`config.mk`:
```
export PLATFORM = sky130hd
export DESIGN_NAME = pov_spi_loader
export DESIGN_NICKNAME = d
export VERILOG_FILES = /design/src/rtl/pov_spi_loader.sv
export SDC_FILE = /design/constraint.sdc
export NUM_CORES = 1
export LEC_CHECK = 0
export ABC_CLOCK_PERIOD_IN_PS = 2400
export CAP_MARGIN = 10
export CORE_AREA = 2 2 159 161
export CTS_CLUSTER_SIZE = 14
export DETAILED_ROUTE_END_ITERATION = 6
export DIE_AREA = 0 0 161 163
export PLACE_DENSITY = 0.69
export RECOVER_POWER = 50
export SLEW_MARGIN = 20
export SYNTH_ARGS = -nofsm -noshare
export SYNTH_HDL_FRONTEND = slang
export SYNTH_SLANG_ARGS = --single-unit
```
`constraint.sdc`:
```
create_clock -name clk -period 2.4 [get_ports clk]
set_input_delay 0.36 -clock clk [delete_from_list [all_inputs] [get_ports clk]]
set_output_delay 0.36 -clock clk [all_outputs]
set_load 0.05 [all_outputs]
```
`src/rtl/pov_spi_loader.sv`:
```
// Double-buffered view-vector loader: an SPI mode-0 link fills a pending set that is
// applied to the live outputs on a frame tick. Define POV_READBACK_EN to add o_miso readback.
module pov_spi_loader #(
  parameter int FW   = 16,
  parameter int FRAC = 8
) (
  input  logic          clk,
  input  logic          reset_n,
  input  logic          i_sclk,
  input  logic          i_mosi,
  input  logic          i_csb,
  input  logic          i_frame_tick,
  output logic [FW-1:0] o_playerX,
  output logic [FW-1:0] o_playerY,
  output logic [FW-1:0] o_facingX,
  output logic [FW-1:0] o_facingY,
  output logic [FW-1:0] o_vplaneX,
  output logic [FW-1:0] o_vplaneY,
  output logic          o_pending,
  output logic          o_loaded,
  output logic          o_error,
`ifdef POV_READBACK_EN
  output logic          o_miso,
`endif
  output logic [1:0]    o_dbg_state
);

  localparam int VW = 6 * FW;
  localparam int CW = $clog2(VW + 2);
  localparam logic [CW-1:0] CNT_FULL = CW'(VW);
  localparam logic [CW-1:0] CNT_MAX  = CW'(VW + 1);

  localparam logic [FW-1:0] ONE      = FW'(1) << FRAC;
  localparam logic [FW-1:0] HALF     = ONE >> 1;
  localparam logic [FW-1:0] ONE_HALF = ONE + HALF;
  localparam logic [VW-1:0] LIVE_RST = {ONE_HALF, ONE_HALF, {FW{1'b0}}, ONE, HALF, {FW{1'b0}}};

  typedef enum logic [1:0] {
    WAIT_IDLE = 2'd0,
    IDLE      = 2'd1,
    SHIFT     = 2'd2
  } state_t;

  state_t          state;
  logic [2:0]      sclk_sr;
  logic [2:0]      csb_sr;
  logic [1:0]      mosi_sr;
  logic [VW-1:0]   shreg;
  logic [VW-1:0]   pend_buf;
  logic [VW-1:0]   live_q;
  logic [CW-1:0]   bit_cnt;
  logic            pending_q;
  logic            loaded_q;
  logic            error_q;

  logic csb_s, csb_fall, csb_rise, sclk_rise, mosi_s;

  // Bit [1] is the synchronised level, bit [2] its previous value for edge detection;
  // mosi takes the same two stages so it stays aligned with the sclk edge.
  always_ff @(posedge clk or negedge reset_n) begin
    if (!reset_n) begin
      sclk_sr <= '0;
      csb_sr  <= '0;
      mosi_sr <= '0;
    end else begin
      sclk_sr <= {sclk_sr[1:0], i_sclk};
      csb_sr  <= {csb_sr[1:0], i_csb};
      mosi_sr <= {mosi_sr[0], i_mosi};
    end
  end

  assign csb_s     = csb_sr[1];
  assign csb_fall  = ~csb_sr[1] & csb_sr[2];
  assign csb_rise  = csb_sr[1] & ~csb_sr[2];
  assign sclk_rise = sclk_sr[1] & ~sclk_sr[2];
  assign mosi_s    = mosi_sr[1];

  always_ff @(posedge clk or negedge reset_n) begin
    if (!reset_n) begin
      state     <= WAIT_IDLE;
      shreg     <= '0;
      pend_buf  <= '0;
      live_q    <= LIVE_RST;
      bit_cnt   <= '0;
      pending_q <= 1'b0;
      loaded_q  <= 1'b0;
      error_q   <= 1'b0;
    end else begin
      loaded_q <= 1'b0;
      // Apply reads the pre-commit pending flag; a same-cycle commit below overrides it.
      if (i_frame_tick && pending_q) begin
        live_q    <= pend_buf;
        pending_q <= 1'b0;
        loaded_q  <= 1'b1;
      end
      case (state)
        WAIT_IDLE: begin
          if (csb_s) state <= IDLE;
        end
        IDLE: begin
          if (csb_fall) begin
            bit_cnt <= '0;
            state   <= SHIFT;
          end
        end
        SHIFT: begin
          if (csb_rise) begin
            state <= IDLE;
            if (bit_cnt == CNT_FULL) begin
              pend_buf  <= shreg;
              pending_q <= 1'b1;
              error_q   <= 1'b0;
            end else begin
              error_q <= 1'b1;
            end
          end else if (sclk_rise && !csb_s) begin
            shreg <= {shreg[VW-2:0], mosi_s};
            if (bit_cnt != CNT_MAX) bit_cnt <= bit_cnt + 1'b1;
          end
        end
        default: state <= WAIT_IDLE;
      endcase
    end
  end

`ifdef POV_READBACK_EN
  logic [VW-1:0] rb_q;
  logic          sclk_fall;

  assign sclk_fall = ~sclk_sr[1] & sclk_sr[2];

  // Snapshot of the live set, shifted out on sclk falling so the master samples on rising.
  always_ff @(posedge clk or negedge reset_n) begin
    if (!reset_n) begin
      rb_q <= '0;
    end else if (state != WAIT_IDLE && csb_fall) begin
      rb_q <= live_q;
    end else if (sclk_fall && !csb_s) begin
      rb_q <= {rb_q[VW-2:0], 1'b0};
    end
  end

  assign o_miso = rb_q[VW-1] & ~csb_s & (state != WAIT_IDLE);
`endif

  assign o_playerX   = live_q[6*FW-1 -: FW];
  assign o_playerY   = live_q[5*FW-1 -: FW];
  assign o_facingX   = live_q[4*FW-1 -: FW];
  assign o_facingY   = live_q[3*FW-1 -: FW];
  assign o_vplaneX   = live_q[2*FW-1 -: FW];
  assign o_vplaneY   = live_q[FW-1 -: FW];
  assign o_pending   = pending_q;
  assign o_loaded    = loaded_q;
  assign o_error     = error_q;
  assign o_dbg_state = state;

endmodule

```
### Yosys cells after proc, flatten, opt, wreduce, memory -nomap -nowiden

Cells that the tools add are included.

| word-level totals | value |
|---|---|
| register bits | 308 |
| latch bits | 0 |
| RAM bits | 0 |
| memory bits (read-only) | 0 |
| bits of input ports | 6 |
| output and inout port bits | 101 |
| logic and storage cells | 54 |
| memories | 0 |

| operators by class | value |
|---|---|
| add/sub/neg operators | 1 |
| multipliers | 0 |
| div/mod/pow operators | 0 |
| magnitude comparators | 0 |
| eq/ne operators | 10 |
| shift operators | 0 |
| mux-type cells | 15 |
| bitwise operators | 7 |
| reductions and logical operators | 10 |

Operators with widths:

| kind | number |
|---|---|
| $mux 7 | 4 |
| $pmux 7 s2 | 1 |
| $ne 2x2->1 const B | 6 |
| $reduce_and 3->1 | 3 |
| $add 7x1->7 const B | 1 |
| $eq 7x7->1 const B | 1 |
| $ne 7x7->1 const B | 1 |
| $mux 1 | 6 |
| $mux 2 | 3 |
| $pmux 2 s3 | 1 |
| $reduce_and 5->1 | 1 |
| $not 1->1 | 4 |
| $and 1x1->1 | 3 |
| $eq 2x1->1 const B | 1 |
| $eq 2x2->1 const B | 1 |
| $logic_and 1x1->1 | 2 |
| $logic_not 2->1 | 1 |
| $reduce_and 2->1 | 1 |
| $reduce_bool 2->1 | 1 |
| $logic_not 1->1 | 1 |

### Depth between registers and ports, before layout

| depth | value |
|---|---|
| depth in word-level cells | 6 |
| mapped depth | 7 |
| depth with buffers taken out | 5 |

### Worst setup path after synthesis

No wires, ideal clock.

| path | value |
|---|---|
| path kind | register to register |
| from | register state[0], in the netlist o_dbg_state[0] |
| to | register pend_buf[77] |
| library setup time | 125 ps |
| arrival time | 1725 ps |
| data required time | 2275 ps |
| slack | 549 ps |
| stages on the path, launching flop included | 7 |
| buffers on the path | 2 |
| clock period less this slack | 1851 ps |
| cell sequence | dfrtp_1 nand2b_4 nor2_1 nand3_2 buf_6 buf_6 mux2_4 |

| between the ends | value |
|---|---|
| longest elaborated chain between the ends | 2 |

RTL lines:

| item | RTL line | RTL |
|---|---|---|
| start, declared | 44 | `state_t state;` |
| start signal, assigned | 80 | `state <= WAIT_IDLE;` |
| start signal, assigned | 98 | `if (csb_s) state <= IDLE;` |
| start signal, assigned | 103 | `state <= SHIFT;` |
| $eq 2x2->1 | 96 | `case (state)` |
| $reduce_and 3->1 (no source line) | -- |  |
| end signal, assigned | 110 | `pend_buf <= shreg;` |
| end, declared | 49 | `logic [VW-1:0] pend_buf;` |

No other way between the ends.
A chain may end at the register's enable or synchronous reset.

### Final worst setup path

| path | value |
|---|---|
| from | register state[1], in the netlist o_dbg_state[1] |
| to | output port o_dbg_state[1] |

RTL lines:

| item | RTL line | RTL |
|---|---|---|
| end, declared | 25 | `output logic [1:0] o_dbg_state` |

No word-level cell between the ends.

==> impl_metrics.tcl <==
set metrics [dict create \
    status "finished, violations left" \
    failed_checks "capacitance limit, slew limit" \
    grtUsageMet1_pct 22.16 \
    ant_nets 0 \
    totalWireLength_mm 19.94 \
    postSynthAreaPerCell_um2 13.10 \
    synth-seq-area-share_pct 66.38 \
    violation_count_after_the_first_detailed_route_iteration 255 \
    post_drt_wl_per_cell_um 14.72 \
    final-setup-viol-count 0 \
    timing.critical_path.buf_inv 1 \
    floorplan.io_pins 107 \
    synth_area_leader_cell "sky130_fd_sc_hd__dfrtp_1" \
    period_share_pct 92.78 \
    critPathSlowestCell "sky130_fd_sc_hd__clkdlybuf4s50_1" \
    rr_endpoint "bit_cnt[5]" \
    placed_cells_incl_taps 1298 \
    gr-usage-met3_pct 2.623 \
    synth_xor_area_share_pct 0 \
    post_synth_edffs 0 \
    post_cts_resized 0 \
    dr.pass1.iters 4 \
    cell_area_after_synthesis_um2 11620 \
    yosys.area_share.adder_pct 0.3230 \
    via_per_instance_ratio 4.895 \
    worst_pin_slew_ns 1.527 \
    holdCritStartpoint "mosi_sr[0]" \
    yosys-top-cells-area "sky130_fd_sc_hd__dfrtp_1 65%, sky130_fd_sc_hd__mux2_2 17%, sky130_fd_sc_hd__nand2_1 9.5%, sky130_fd_sc_hd__mux2_4 2.3%, sky130_fd_sc_hd__dfstp_2 1.4%" \
    slack_of_the_worst_reg_to_reg_path_ns 0.58 \
    hold_path_end "mosi_sr[1]" \
    post-route-min-period_ns 2.227 \
    num_rows 58 \
    cts-hold-fix-buffers 1 \
    dominant_combinational_cell_family_by_area_after_synthesis "multiplexers" \
    holdPathStages 0 \
    maximum_number_of_pins_on_one_net_before_global_route_repair 60 \
    critical_path.max_fanout 5 \
    cts_max_path_buffers 3 \
    cts.sinks 308 \
    async_flop_share_pct 100.0 \
    synth_common_cells "302 x sky130_fd_sc_hd__dfrtp_1, 294 x sky130_fd_sc_hd__nand2_1, 174 x sky130_fd_sc_hd__mux2_2, 25 x sky130_fd_sc_hd__buf_2, 18 x sky130_fd_sc_hd__mux2_4" \
    timing.critical_path.arrival_ns 1.87 \
    fraction_of_synthesized_area_in_multiplexers_pct 19.36 \
    drc_violations 0 \
    reg2reg_from "bit_cnt[3]" \
    power_leakage_nw 7.405 \
    grt_overflow_total 0 \
    yosys_register_bits 308 \
    timing.critical_path.to_type "output pin" \
    yosysWarningCount 0 \
    synthesized_area_fraction_occupied_by_ao_oa_aoi_and_oai_cells_pct 0.7966 \
    synth-simple-area-share_pct 11.00 \
    grt_pass1_vias 6810 \
    timing.reg2reg.worst_path_depth 4 \
    antenna_cells_inserted 0 \
    die-area_um2 26240 \
    layout-drive-gt1-share_pct 26.73 \
    synthesis.instances 887 \
    dpl_cell_area_um2 13170 \
    critical_path_cell_by_cell "clkdlybuf4s50_1" \
    num_vias 6633 \
    multi_input_comb_area_um2 3679 \
    cp_top_family "buffers and inverters" \
    grt_first_pass_wirelength_mm 34.04 \
    grt_usage_pct 15.69 \
    report.final.hold_viol_count 0 \
    timing.hold.worst.class "flop to flop" \
    area_delta_synth_final_pct 21.88 \
    power.density_cell_area_nw_per_um2 735.6 \
    core_region_area_um2 24670 \
    vdd.ir_drop.worst_mv 0.4738 \
    layout.cells.non_filler 1355 \
    fin_worst_skew_ns 0.009298 \
    yosys_most_used_dff "sky130_fd_sc_hd__dfrtp_1" \
    antenna_found_initial 0 \
    io_buffers 106 \
    clock_tree.htree_level_count 1 \
    drv.max_cap_violation_count 1 \
    worst_setup_hold_path_clk_slew_ns 0.06 \
    critPathMaxStageDelay_ns 0.88 \
    clk_latency_ns 0.54 \
    place.gp.congestion 0.7056 \
    slew_violations 57 \
    syn-num-nets 896 \
    area.sequential_um2 7715 \
    synth_most_common_cell "sky130_fd_sc_hd__dfrtp_1" \
    critical_path_required_ns 2.04 \
    layout.nets 1011 \
    yosysUniqueCellTypes 37 \
    dpl_hpwl_mm 12.24 \
    synthDominantCellAreaShare_pct 65.02 \
    cts_tree "yes" \
    die_height_um 163 \
    floorplan.initialDensity_pct 47.10 \
    floorplan.die.width_um 161 \
    grtUsageMet2_pct 25.44 \
    ctsRootBufferMaster "sky130_fd_sc_hd__clkbuf_16" \
    slew_headroom_pct -1.795 \
    fmax_mhz 449.1 \
    num-fill-cells 2057 \
    globalRoute.busiestLayer "met2" \
    worstSetupStartpointType "flop" \
    final_cell_area_um2 14160 \
    path_class "flop to output pin" \
    final.setup.tns_ns 0 \
    cts_buffers 31 \
    cts_post_setup_buffers_inserted 0 \
    setup_repair_after_global_routing_missed_its_margin "false" \
]
==> cells in the final DEF, fill, tap and decap left out, drive strengths merged, types with 2 or more instances in the layout <==
cell type	n
dfrtp	302
nand2	294
mux2	192
clkdlybuf4s50	102
clkbuf	47
buf	13
inv	10
clkinv	8
dfstp	6
nor2	4
bufinv	4
dlygate4sd3	4
nand2b	4
nand3	4
or3	3
ha	3
and3	3
or4b	2
o221ai	2
mux2i	2
o21ai	2
==> routing by layer <==
metal,routed length (um),vias up
met1,9542,3338
met2,9260,106
met4,352,0
met3,786,33
li1,-,3156
met5,0,-
==> worst max path at each step <==
stage | startpoint | end | depth (start not counted)
6_report | o_dbg_state[1] | o_dbg_state[1] | 1
3_5_place_dp | o_dbg_state[0] | bit_cnt[6] | 5
4_1_cts | o_dbg_state[1] | o_dbg_state[1] | 1
3_3_place_gp | i_frame_tick | live_q[60] | 4
5_1_grt | o_dbg_state[1] | o_dbg_state[1] | 1
2_1_floorplan | o_dbg_state[0] | pend_buf[77] | 6
==> stage by stage <==
stage          setup WS (ns)  hold WS (ns)  power, mW  utilization [%]
2_1_floorplan         0.5495       0.06441      5.441                -
3_3_place_gp          0.6206        0.3263      5.630            53.36
3_5_place_dp          0.5977        0.3264      5.634            53.36
4_1_cts               0.1428        0.2313      10.58            57.67
5_1_grt              0.09389        0.3502      10.82            57.41
6_report              0.1734        0.3533      10.42            57.41
==> sequential cells by signal, summed over array words and instances, names as in the netlist <==
register,flops
o_pending,1
shreg,96
bit_cnt,7
mosi_sr,2
sclk_sr,3
live_q,96
o_loaded,1
o_error,1
pend_buf,96
csb_sr,3
o_dbg_state,2
==> report_power, final <==
group	internal [mW]	switching, mW	leakage, nW	total [mW]
clock	2.98	1.92	0.524	4.90
sequential	5.22	0.0244	4.26	5.25
combinational	0.0685	0.204	2.62	0.273
total	8.27	2.15	7.40	10.4
==> cells by family after synthesis <==
family | count (synthesis)
simple gates | 319
flops | 308
mux | 194
buf+inv | 51
compound gates | 12
fa+ha+maj | 3
==> final cells by class <==
type,instances,share of cell area (%)
clock buffer,42,6.192
clock inverter,14,1.245
inverter,9,0.2385
multi-input combinational,528,25.97
sequential,308,54.47
tap,330,2.915
timing repair buffer,124,8.975
No activity file was read; power rests on OpenSTA's default activity.
